File: src/rtl/ram8_bank.sv
// ram8_bank: eight-word register bank with per-word written flags.
//
// Ports:
//   CLK        - single clock, all state updates on its rising edge
//   RST        - synchronous active-high reset; clears all words and flags
//   IN         - write data, WIDTH bits
//   LOAD       - write strobe, sampled at the rising edge of CLK
//   ADDRESS    - 3-bit word select, shared by read and write
//   OUT        - contents of word[ADDRESS], combinational (zero-cycle read)
//   VALID      - word[ADDRESS] has been written since the last reset
//   VALID_MASK - per-word written flags, bit n for word n
//
// Reads return the stored value, so during a write cycle OUT shows the
// pre-write contents until the edge (read-before-write).
module ram8_bank #(
    parameter int WIDTH = 16
) (
    input  logic             CLK,
    input  logic             RST,
    input  logic [WIDTH-1:0] IN,
    input  logic             LOAD,
    input  logic [2:0]       ADDRESS,
    output logic [WIDTH-1:0] OUT,
    output logic             VALID,
    output logic [7:0]       VALID_MASK
);

    logic [WIDTH-1:0] word_r [8];
    logic [7:0]       valid_r;
    logic [7:0]       load_s;
    logic [WIDTH-1:0] read_data_s;
    logic             read_valid_s;

    // Demultiplex the write strobe so exactly one word sees LOAD.
    always_comb begin
        load_s = 8'b0000_0000;
        if (LOAD) begin
            case (ADDRESS)
                3'd0:    load_s = 8'b0000_0001;
                3'd1:    load_s = 8'b0000_0010;
                3'd2:    load_s = 8'b0000_0100;
                3'd3:    load_s = 8'b0000_1000;
                3'd4:    load_s = 8'b0001_0000;
                3'd5:    load_s = 8'b0010_0000;
                3'd6:    load_s = 8'b0100_0000;
                3'd7:    load_s = 8'b1000_0000;
                default: load_s = 8'b0000_0000;
            endcase
        end else begin
            load_s = 8'b0000_0000;
        end
    end

    // Word storage and written flags; reset wins over a concurrent write.
    always_ff @(posedge CLK) begin
        if (RST) begin
            for (int i = 0; i < 8; i++) begin
                word_r[i] <= {WIDTH{1'b0}};
            end
            valid_r <= 8'b0000_0000;
        end else begin
            for (int i = 0; i < 8; i++) begin
                if (load_s[i]) begin
                    word_r[i]  <= IN;
                    valid_r[i] <= 1'b1;
                end
            end
        end
    end

    // Combinational read mux for data and its written flag.
    always_comb begin
        read_data_s  = {WIDTH{1'b0}};
        read_valid_s = 1'b0;
        case (ADDRESS)
            3'd0:    begin read_data_s = word_r[0]; read_valid_s = valid_r[0]; end
            3'd1:    begin read_data_s = word_r[1]; read_valid_s = valid_r[1]; end
            3'd2:    begin read_data_s = word_r[2]; read_valid_s = valid_r[2]; end
            3'd3:    begin read_data_s = word_r[3]; read_valid_s = valid_r[3]; end
            3'd4:    begin read_data_s = word_r[4]; read_valid_s = valid_r[4]; end
            3'd5:    begin read_data_s = word_r[5]; read_valid_s = valid_r[5]; end
            3'd6:    begin read_data_s = word_r[6]; read_valid_s = valid_r[6]; end
            3'd7:    begin read_data_s = word_r[7]; read_valid_s = valid_r[7]; end
            default: begin read_data_s = {WIDTH{1'b0}}; read_valid_s = 1'b0; end
        endcase
    end

    assign OUT        = read_data_s;
    assign VALID      = read_valid_s;
    assign VALID_MASK = valid_r;

endmodule

File: config.mk
export PLATFORM = sky130hd
export DESIGN_NAME = ram8_bank
export DESIGN_NICKNAME = d
export VERILOG_FILES = /design/src/rtl/ram8_bank.sv
export SDC_FILE = /design/constraint.sdc
export NUM_CORES = 1
export LEC_CHECK = 0
export CAP_MARGIN = 5
export CELL_PAD_IN_SITES_DETAIL_PLACEMENT = 0
export CELL_PAD_IN_SITES_GLOBAL_PLACEMENT = 1
export CORE_MARGIN = 5
export CORE_UTILIZATION = 40
export CTS_CLUSTER_SIZE = 14
export DETAILED_ROUTE_END_ITERATION = 8
export PLACE_DENSITY = 0.76
export SETUP_SLACK_MARGIN = 0.15
export SLEW_MARGIN = 20
export SYNTH_ARGS = -nofsm -noshare
export SYNTH_HDL_FRONTEND = slang
export SYNTH_SLANG_ARGS = --single-unit
File: constraint.sdc
create_clock -name CLK -period 1.8 [get_ports CLK]
set_input_delay 0.27 -clock CLK [delete_from_list [all_inputs] [get_ports CLK]]
set_output_delay 0.27 -clock CLK [all_outputs]
set_load 0.05 [all_outputs]
==> impl_metrics.tcl <==
set metrics [dict create \
    synth_fa_ha_area_frac 0 \
    htree_levels 4 \
    finish.utilization 0.5430 \
    synthFlopType "edfxtp_1" \
    clock_sinks 136 \
    insertion_delay_ns 0.41 \
    synth_top_family_by_area "simple AND/OR/NAND/NOR gates" \
    layout-drive-gt1-share 0.2417 \
    violations "setup timing" \
    synth.area.top_cells "edfxtp_1, mux2i_1, nor2_1, dfxtp_1, nand2b_1" \
    yosysTopAreaCell "edfxtp_1" \
    ff2ff_path_depth 2 \
    synthSimpleGateAreaFrac 0.1352 \
    setup_ws_ns -0.05920 \
    antenna_found_initial 0 \
    grt_usage 0.1722 \
    avgSynthCellArea_um2 12.78 \
    synth_cell_types 33 \
    async_flop_share 0 \
    maxSlewHeadroom 0.6699 \
    worst_slew_pin_slew_ns 0.4971 \
    dp_slack_ns -0.3355 \
    cts.path.max_buffers 2 \
    synth_most_common_cell "edfxtp_1" \
    grt_setup_unrepaired "yes" \
    first_global_vias 4151 \
    dieHeight_um 132.6 \
    drtAntennaViolNets 0 \
    status "finished with violations" \
    drc_errors 0 \
    cts.clk_slew.worst_paths_ns 0.06 \
    cp_max_fo 1 \
    cts_root_buffer "clkbuf_16" \
    hold_path.class "reg -> reg" \
    fmax_mhz 537.9 \
    cts_hold_buf 0 \
    crit_type "reg -> out" \
    fin_area_um2 7951 \
    start_util 0.4103 \
    routed_wl_um 14900 \
    synth_seq_cells 136 \
    fin_tns_setup_ns -0.1202 \
    first_pass_iters 5 \
    dr.first_iter.drc_count 312 \
    holdPathStages 2 \
    synth_top_cells_by_count "edfxtp_1, nor2_1, mux2i_1" \
    hold_viol_final 0 \
    core_um2 14640 \
    power.density_nw_per_um2 1046 \
    worst_ep_arrival_time_ns 1.59 \
    antenna_cells 0 \
    port_buffers 46 \
    worstSetupStartpointType "flop" \
    ys_warn_count 0 \
    slew_viol_final 0 \
    grt_max_degree 33 \
    routedWlPerCell_um 19.63 \
    synth_edf_count 128 \
    cp-end-kind "output pin" \
    synthesis.nets 492 \
    ioPinCount 47 \
    leakagePower_nw 3.072 \
    postCtsSetupRepairBufs 0 \
    setup_violations 3 \
    overflow 0 \
    hpwl_um 9838 \
    maxCapViolations 0 \
    cts_tree "yes" \
    dr_total_vias 3957 \
    grt_pass1_wl_um 22940 \
    timing.final.crit_period_ns 1.859 \
    placed_area_um2 7183 \
    netlist_area_um2 6008 \
    yosysSeqAreaShare 0.6664 \
    nNetsFinal 584 \
    yosys.area.top_type_share 0.6397 \
    power_w 0.008318 \
    synth_compound_area_frac 0.07185 \
    max-vdd-ir-drop_uv 614.9 \
    vias_per_cell 5.213 \
    synthMuxAreaShare 0.07851 \
    skew_ns 0 \
    area_growth_pct 32.34 \
    synth_xor_area_frac 0 \
    die_area_um2 17570 \
    die_x_um 132.6 \
    period_share 1.033 \
    numCtsBuffers 17 \
    gp_congestion 0.7825 \
    syn_inst 470 \
    crit_required_ns 1.53 \
    rows 44 \
]
cell families after synthesis:
kind of cell / Yosys count
flip-flops: 136
AND/OR/NAND/NOR: 172
multiplexers: 47
AO/OA/AOI/OAI: 62
buffers and inverters: 53
per-stage QoR:
| stage | std cells | hold slack [ns] |
|---|---|---|
| 2_1_floorplan | 470 | 0.4763 |
| 6_report | 759 | 0.4660 |
| 3_3_place_gp | 725 | 0.4568 |
| 5_1_grt | 759 | 0.4915 |
| 3_5_place_dp | 725 | 0.4564 |
| 4_1_cts | 759 | 0.4611 |
final timing paths:
check	from	endpoint	slack, ns
worst max-delay path	word_r[1][12]	OUT[12]	-0.06
worst min-delay path	VALID_MASK[5]	VALID_MASK[5]	0.47
worst max register to register	VALID_MASK[4]	VALID_MASK[4]	1.19
worst min register to register	VALID_MASK[5]	VALID_MASK[5]	0.47
layout make-up:
cell class / instances / area (um2)
flip-flops and latches: 136 / 4008
clock buffers: 18 / 429.2
clock inverters: 14 / 151.4
multi-input cells: 281 / 1821
well taps: 184 / 230.2
fillers: 1230 / 6693
inverters: 24 / 90.09
repair buffers: 102 / 1222
placed cells by master, fill, tap and decap left out, types with 7 or more instances in the layout:
master	instances
a211oi_2	9
clkdlybuf4s50_1	18
inv_1	24
o22ai_1	13
buf_12	28
dlygate4sd2_1	7
buf_4	42
nor2_1	117
a21oi_1	11
o22a_1	12
nand2b_1	24
edfxtp_1	128
clkbuf_16	17
mux2i_1	44
power by group:
| part | internal, W | switching, W |
|---|---|---|
| combinational | 0.000521 | 0.000657 |
| sequential | 0.00369 | 0.0000664 |
| clock | 0.00205 | 0.00134 |
| total | 0.00626 | 0.00206 |
critical path, stage by stage (launching register included):
cell,delay [ns]
edfxtp_1,0.37
mux2i_1,0.16
a211oi_1,0.09
o32a_1,0.39
buf_12,0.16
metal layers:
metal	global-route usage	wire (um)	vias up
li1	-	-	1874
met5	0	0	-
met3	0.02809	621	13
met4	0.05774	185	0
met1	0.2147	6254	1970
met2	0.3046	7839	100
flip-flops by register name (all words and copies together) (netlist names):
register    cells
word_r        128
VALID_MASK      8
timing repair:
action                                  4_1_cts  5_1_grt
resized for setup                            41       10
endpoints found under the setup margin       65       17
gates cloned                                  2        0
pin swaps                                    28       19
(Power assumes the default switching activity.)
